$ cat config.mk
export PLATFORM = sky130hd
export DESIGN_NAME = fetch_stage_flat
export DESIGN_NICKNAME = d
export VERILOG_FILES = /design/src/rtl/cpu_pkg.sv /design/src/rtl/fetch_stage_if.sv /design/src/rtl/pc_register.sv /design/src/rtl/fetch_stage.sv /design/src/flat_wrapper.sv
export SDC_FILE = /design/constraint.sdc
export NUM_CORES = 1
export LEC_CHECK = 0
export BUFFER_PORTS_ARGS = -buffer_cell sky130_fd_sc_hd__buf_4
export CAP_MARGIN = 5
export CORE_UTILIZATION = 55
export DETAILED_ROUTE_END_ITERATION = 12
export GPL_ROUTABILITY_DRIVEN = 0
export PLACE_DENSITY = 0.84
export SLEW_MARGIN = 10
export SYNTH_ARGS = -nofsm -noshare
export SYNTH_HDL_FRONTEND = slang
export SYNTH_SLANG_ARGS = --single-unit
$ cat constraint.sdc
create_clock -name clk -period 3.8 [get_ports clk]
set_input_delay 0.19 -clock clk [delete_from_list [all_inputs] [get_ports clk]]
set_output_delay 0.19 -clock clk [all_outputs]
set_load 0.01 [all_outputs]
$ cat src/rtl/cpu_pkg.sv
// Shared CPU definitions: bubble encoding, default reset PC, fetch FSM states
// and the IF/ID pipeline register layout.
package cpu_pkg;
  localparam logic [31:0] NOP_INSTR        = 32'h0000_0013;
  localparam logic [31:0] RESET_PC_DEFAULT = 32'h0000_0000;

  typedef enum logic {
    S_FETCH = 1'b0,
    S_HOLD  = 1'b1
  } fetch_state_e;

  typedef struct packed {
    logic [31:0] pc;
    logic [31:0] instr;
    logic        valid;
  } if_id_t;

  function automatic logic [31:0] word_align(input logic [31:0] a);
    return {a[31:2], 2'b00};
  endfunction
endpackage

$ cat src/rtl/fetch_stage_if.sv
// Instruction memory request/response channel; data returns in the accept cycle.
interface fetch_stage_if;
  logic        imem_req;
  logic [31:0] imem_addr;
  logic        imem_ready;
  logic [31:0] imem_rdata;

  modport master (output imem_req, imem_addr, input imem_ready, imem_rdata);
  modport slave  (input imem_req, imem_addr, output imem_ready, imem_rdata);
endinterface

$ cat src/rtl/pc_register.sv
// Program counter: a redirect load has priority over the +4 step; the sum wraps mod 2^32.
module pc_register #(
  parameter logic [31:0] RESET_PC = cpu_pkg::RESET_PC_DEFAULT
) (
  input  logic        clk,
  input  logic        rst_n,
  input  logic        inc,
  input  logic        load,
  input  logic [31:0] target,
  output logic [31:0] pc
);
  always_ff @(posedge clk or negedge rst_n) begin
    if (!rst_n)    pc <= RESET_PC;
    else if (load) pc <= target;
    else if (inc)  pc <= pc + 32'd4;
  end
endmodule

$ cat src/rtl/fetch_stage.sv
// IF stage: fetches at PC, parks a word accepted during an IF/ID stall, and
// flushes to a redirect target when a branch resolves taken.
module fetch_stage #(
  parameter logic [31:0] RESET_PC  = cpu_pkg::RESET_PC_DEFAULT,
  parameter logic [31:0] NOP_INSTR = cpu_pkg::NOP_INSTR
) (
  input  logic               clk,
  input  logic               rst_n,
  input  logic               PCwrite,
  input  logic               IF_IDwrite,
  input  logic               PCSrc,
  input  logic [31:0]        PC_branch,
  fetch_stage_if.master      imem,
  output logic [31:0]        PC_IF_ID,
  output logic [31:0]        INSTRUCTION_IF_ID,
  output logic               valid_IF_ID
);
  import cpu_pkg::*;

  fetch_state_e state;
  if_id_t       if_id;
  logic [31:0]  pc, buffer, target;
  logic         xfer, advance, pc_inc;

  assign target         = word_align(PC_branch);
  assign imem.imem_req  = rst_n && (state == S_FETCH);
  assign imem.imem_addr = pc;
  assign xfer           = imem.imem_req && imem.imem_ready;

  // A real instruction enters IF/ID either straight from memory or from the park buffer
  assign advance = IF_IDwrite && (xfer || state == S_HOLD);
  assign pc_inc  = advance && PCwrite && !PCSrc;

  pc_register #(.RESET_PC(RESET_PC)) u_pc (
    .clk    (clk),
    .rst_n  (rst_n),
    .inc    (pc_inc),
    .load   (PCSrc),
    .target (target),
    .pc     (pc)
  );

  always_ff @(posedge clk or negedge rst_n) begin
    if (!rst_n) begin
      state  <= S_FETCH;
      buffer <= NOP_INSTR;
      if_id  <= {RESET_PC, NOP_INSTR, 1'b0};
    end else if (PCSrc) begin
      if_id  <= {target, NOP_INSTR, 1'b0};
      buffer <= NOP_INSTR;
      state  <= S_FETCH;
    end else begin
      case (state)
        S_FETCH: begin
          if (xfer && IF_IDwrite) begin
            if_id <= {pc, imem.imem_rdata, 1'b1};
          end else if (xfer) begin
            buffer <= imem.imem_rdata;
            state  <= S_HOLD;
          end else if (IF_IDwrite) begin
            if_id <= {pc, NOP_INSTR, 1'b0};
          end
        end
        S_HOLD: begin
          if (IF_IDwrite) begin
            if_id <= {pc, buffer, 1'b1};
            state <= S_FETCH;
          end
        end
        default: state <= S_FETCH;
      endcase
    end
  end

  assign PC_IF_ID          = if_id.pc;
  assign INSTRUCTION_IF_ID = if_id.instr;
  assign valid_IF_ID       = if_id.valid;
endmodule

$ cat src/flat_wrapper.sv
// flat-port wrapper written by rule: the top's interface ports become plain ports
module fetch_stage_flat import cpu_pkg::*;
#(
  parameter logic [31:0] RESET_PC  = cpu_pkg::RESET_PC_DEFAULT,
  parameter logic [31:0] NOP_INSTR = cpu_pkg::NOP_INSTR
)
  (clk, rst_n, PCwrite, IF_IDwrite, PCSrc, PC_branch, PC_IF_ID, INSTRUCTION_IF_ID, valid_IF_ID, imem_imem_req, imem_imem_addr, imem_imem_ready, imem_imem_rdata);
  fetch_stage_if imem_i ();
  input  logic clk;
  input  logic rst_n;
  input  logic PCwrite;
  input  logic IF_IDwrite;
  input  logic PCSrc;
  input  logic [31:0] PC_branch;
  output logic [31:0] PC_IF_ID;
  output logic [31:0] INSTRUCTION_IF_ID;
  output logic valid_IF_ID;
  output wire logic [$bits(imem_i.imem_req)-1:0] imem_imem_req;
  output wire logic [$bits(imem_i.imem_addr)-1:0] imem_imem_addr;
  input wire logic [$bits(imem_i.imem_ready)-1:0] imem_imem_ready;
  input wire logic [$bits(imem_i.imem_rdata)-1:0] imem_imem_rdata;
  assign imem_imem_req = imem_i.imem_req;
  assign imem_imem_addr = imem_i.imem_addr;
  assign imem_i.imem_ready = imem_imem_ready;
  assign imem_i.imem_rdata = imem_imem_rdata;
  fetch_stage #(.RESET_PC(RESET_PC), .NOP_INSTR(NOP_INSTR)) u_core (.clk(clk), .rst_n(rst_n), .PCwrite(PCwrite), .IF_IDwrite(IF_IDwrite), .PCSrc(PCSrc), .PC_branch(PC_branch), .imem(imem_i), .PC_IF_ID(PC_IF_ID), .INSTRUCTION_IF_ID(INSTRUCTION_IF_ID), .valid_IF_ID(valid_IF_ID));
endmodule
==> results_dict.tcl <==
set metrics [dict create \
    reg2reg_depth 5 \
    ir_drop_mv 0.2874 \
    slowest_delay_ns 0.84 \
    rows 37 \
    drive_above_1_share_pct 27.16 \
    path_clk_slew_ns 0.06 \
    synth_commonest_cells "dfrtp_1, nand2_1, a21oi_1" \
    initial_core_util_pct 56.56 \
    drv_cap 0 \
    avgSynthCellArea_um2 9.853 \
    fmax_mhz 432.7 \
    hold_viol 0 \
    clk_latency_ns 0.52 \
    min_period_ns 2.311 \
    cp-end-kind "flop" \
    p_total_uw 3816 \
    worstSetupPathType "flop to flop" \
    cpMostUsedCell "nand2_1" \
    drc 0 \
    placed_cells 851 \
    tightest_slew_ns 1.121 \
    critical_path.max_fanout 34 \
    ant_nets 0 \
    nFillCells 609 \
    cts_tree "yes" \
    cp.buffers_inverters 1 \
    fin_cells 946 \
    p_leak_uw 0.003797 \
    num_vias 5637 \
    power_density_nw_per_um2 458.2 \
    yosysSeqAreaShare_pct 54.80 \
    report.final.setup_viol 0 \
    rsz0062_at_grt "no" \
    worstHoldStart "imem_imem_ready" \
    cts_setup_buffers 0 \
    crit_required_ns 4.21 \
    hold_path.class "input port to flop" \
    post_dp_cell_area_um2 7077 \
    fin_nets 868 \
    rr_startpoint "u_core.state" \
    grt.total_usage_pct 33.02 \
    finalClockSkew_ns 0.007497 \
    fin_setup_tns_ns 0 \
    slew_violations 0 \
    grt_max_degree 80 \
    multi_input_area_um2 2419 \
    yosysUniqueCellTypes 40 \
    root_buffer "clkbuf_8" \
    cp_cell_sequence "buf_4, nor2_1, nand2_1, nand2_1, a21oi_1" \
    drt-pass1-iter-count 5 \
    yosys.area.top_type_share_pct 52.09 \
    hold_ws_ns 0.07033 \
    pin_count 168 \
    outcome "finished, final reports clean" \
    grt_pass1_vias 5611 \
    port-buffer-count 163 \
    antenna_found_initial 0 \
    path_delay_family "simple AND/OR/NAND/NOR gates" \
    synth.area.top_cells "dfrtp_1, a21oi_1, nand2_1, mux2i_1, a221oi_1" \
    numCtsBuffers 17 \
    synthFlopType "dfrtp_1" \
    slew_headroom_pct 25.08 \
    die_area_um2 10980 \
    seq_area_um2 3186 \
    critPathSlowestCell "nand2_1" \
    via_per_inst 5.959 \
    avgRoutedWirePerCell_um 18.33 \
    htreeDepth 4 \
    die_h_um 104.8 \
    critPathLaunchType "flop" \
    grt_pass1_wl_mm 28.36 \
    die_width_um 104.8 \
    yosys_warnings 0 \
    clk_path_buf_depth 2 \
    n_antenna_cell 0 \
    hold_path_depth 3 \
    area_growth_pct 43.24 \
    dp_hpwl_mm 9.867 \
    synth_area_um2 5813 \
    ctsHoldBuffers 63 \
    cp.depth 5 \
    coreArea_um2 10280 \
    async_reset_ff_share_pct 100.0 \
    drt_first_iter_violations 354 \
    syn_inst 590 \
    post-route-period-util_pct 60.82 \
    post-synth-top-count-cell "dfrtp_1" \
    worstPathArrival_ns 2.73 \
    synth_edf_count 0 \
    grt-ovfl-total 0 \
    cp-startpoint "u_core.state" \
    cts-resized-gates 0 \
    synth_area_leader_cell "dfrtp_1" \
    cts.sinks 127 \
    finalInstanceArea_um2 8327 \
    ys_seq_elements 127 \
    totalWireLength_mm 17.34 \
]
[final timing paths]
check                           slack, ns                           end
worst max-delay path                 1.49             u_core.buffer[22]
worst min-delay path                 0.07                  u_core.state
worst max register to register       1.49             u_core.buffer[22]
worst min register to register       0.49              u_core.buffer[4]
max in group asynchronous            2.05  u_core.INSTRUCTION_IF_ID[13]
min in group asynchronous            0.08             u_core.u_pc.pc[3]
[kinds of logic (layout without fill, tap and decap cells)]
family                     after synthesis  after routing  synth area share, %
and+or+nand+nor                        233            233                18.68
muxes                                   30             30                5.166
buffers and inverters                   51            270                3.831
other                                    1              2              0.06451
DFF                                    127            127                54.80
AOI/OAI and AO/OA                      130            130                14.68
xor gates and xnor gates                17             17                2.561
adders and majority gates                1              1               0.2152
[worst register-to-register path: cells and delay by family, from the launching register on]
| family | cells | cell delay (ns) |
|---|---|---|
| AOI/OAI and AO/OA | 1 | 0.26 |
| buffers and inverters | 1 | 0.38 |
| DFF | 1 | 0.41 |
| and+or+nand+nor | 3 | 1.16 |
[routing by layer]
layer  GRT usage [%]  wire length (um)  vias to the layer above
li1                -                 -                     2523
met1           40.95              6789                     2768
met2           55.96              8880                      305
met3           7.486              1238                       41
met4           13.38               433                        0
met5               0                 0                        -
[flip-flops by register name, indices dropped and copies added, names as in the netlist]
register and cells:
u_core.valid_IF_ID 1, u_core.buffer 32, u_core.INSTRUCTION_IF_ID 32, u_core.PC_IF_ID 31, u_core.u_pc.pc 30, u_core.state 1
[where the power goes]
| part | switching [uW] | leakage [uW] | internal, uW |
|---|---|---|---|
| Clock | 611 | 0.000293 | 1080 |
| Sequential | 93.5 | 0.00156 | 1450 |
| Combinational | 296 | 0.00194 | 285 |
[through the flow]
step	setup WS (ns)	utilization, %
after floorplan	1.928	-
final	1.489	81.02
after global placement	1.507	68.86
after detailed placement	1.447	68.86
after CTS	1.586	81.02
after global routing	1.310	81.02
[cell type report]
class	count	share of cell area, %
clock inverters	14	2.299
clock buffers	18	5.139
inverters	4	0.1803
flip-flops and latches	127	38.26
multi-input cells	413	29.05
well taps	136	2.044
repair buffers	234	23.04
[cells in the final DEF (no fill, tap or decap), types with 9 or more instances in the layout]
cell type	netlist	final
nand4_1	9	9
buf_4	6	170
clkbuf_16	0	16
mux2i_1	30	30
xor2_1	11	11
and3_1	12	12
nand2_1	84	84
a211oi_1	11	11
nor2_1	63	63
dlygate4sd3_1	0	63
dfrtp_1	121	121
a21oi_1	75	75
a221oi_1	29	29
nand3_1	13	13
nor3_1	37	35
No activity file was read; power rests on OpenSTA's default activity.
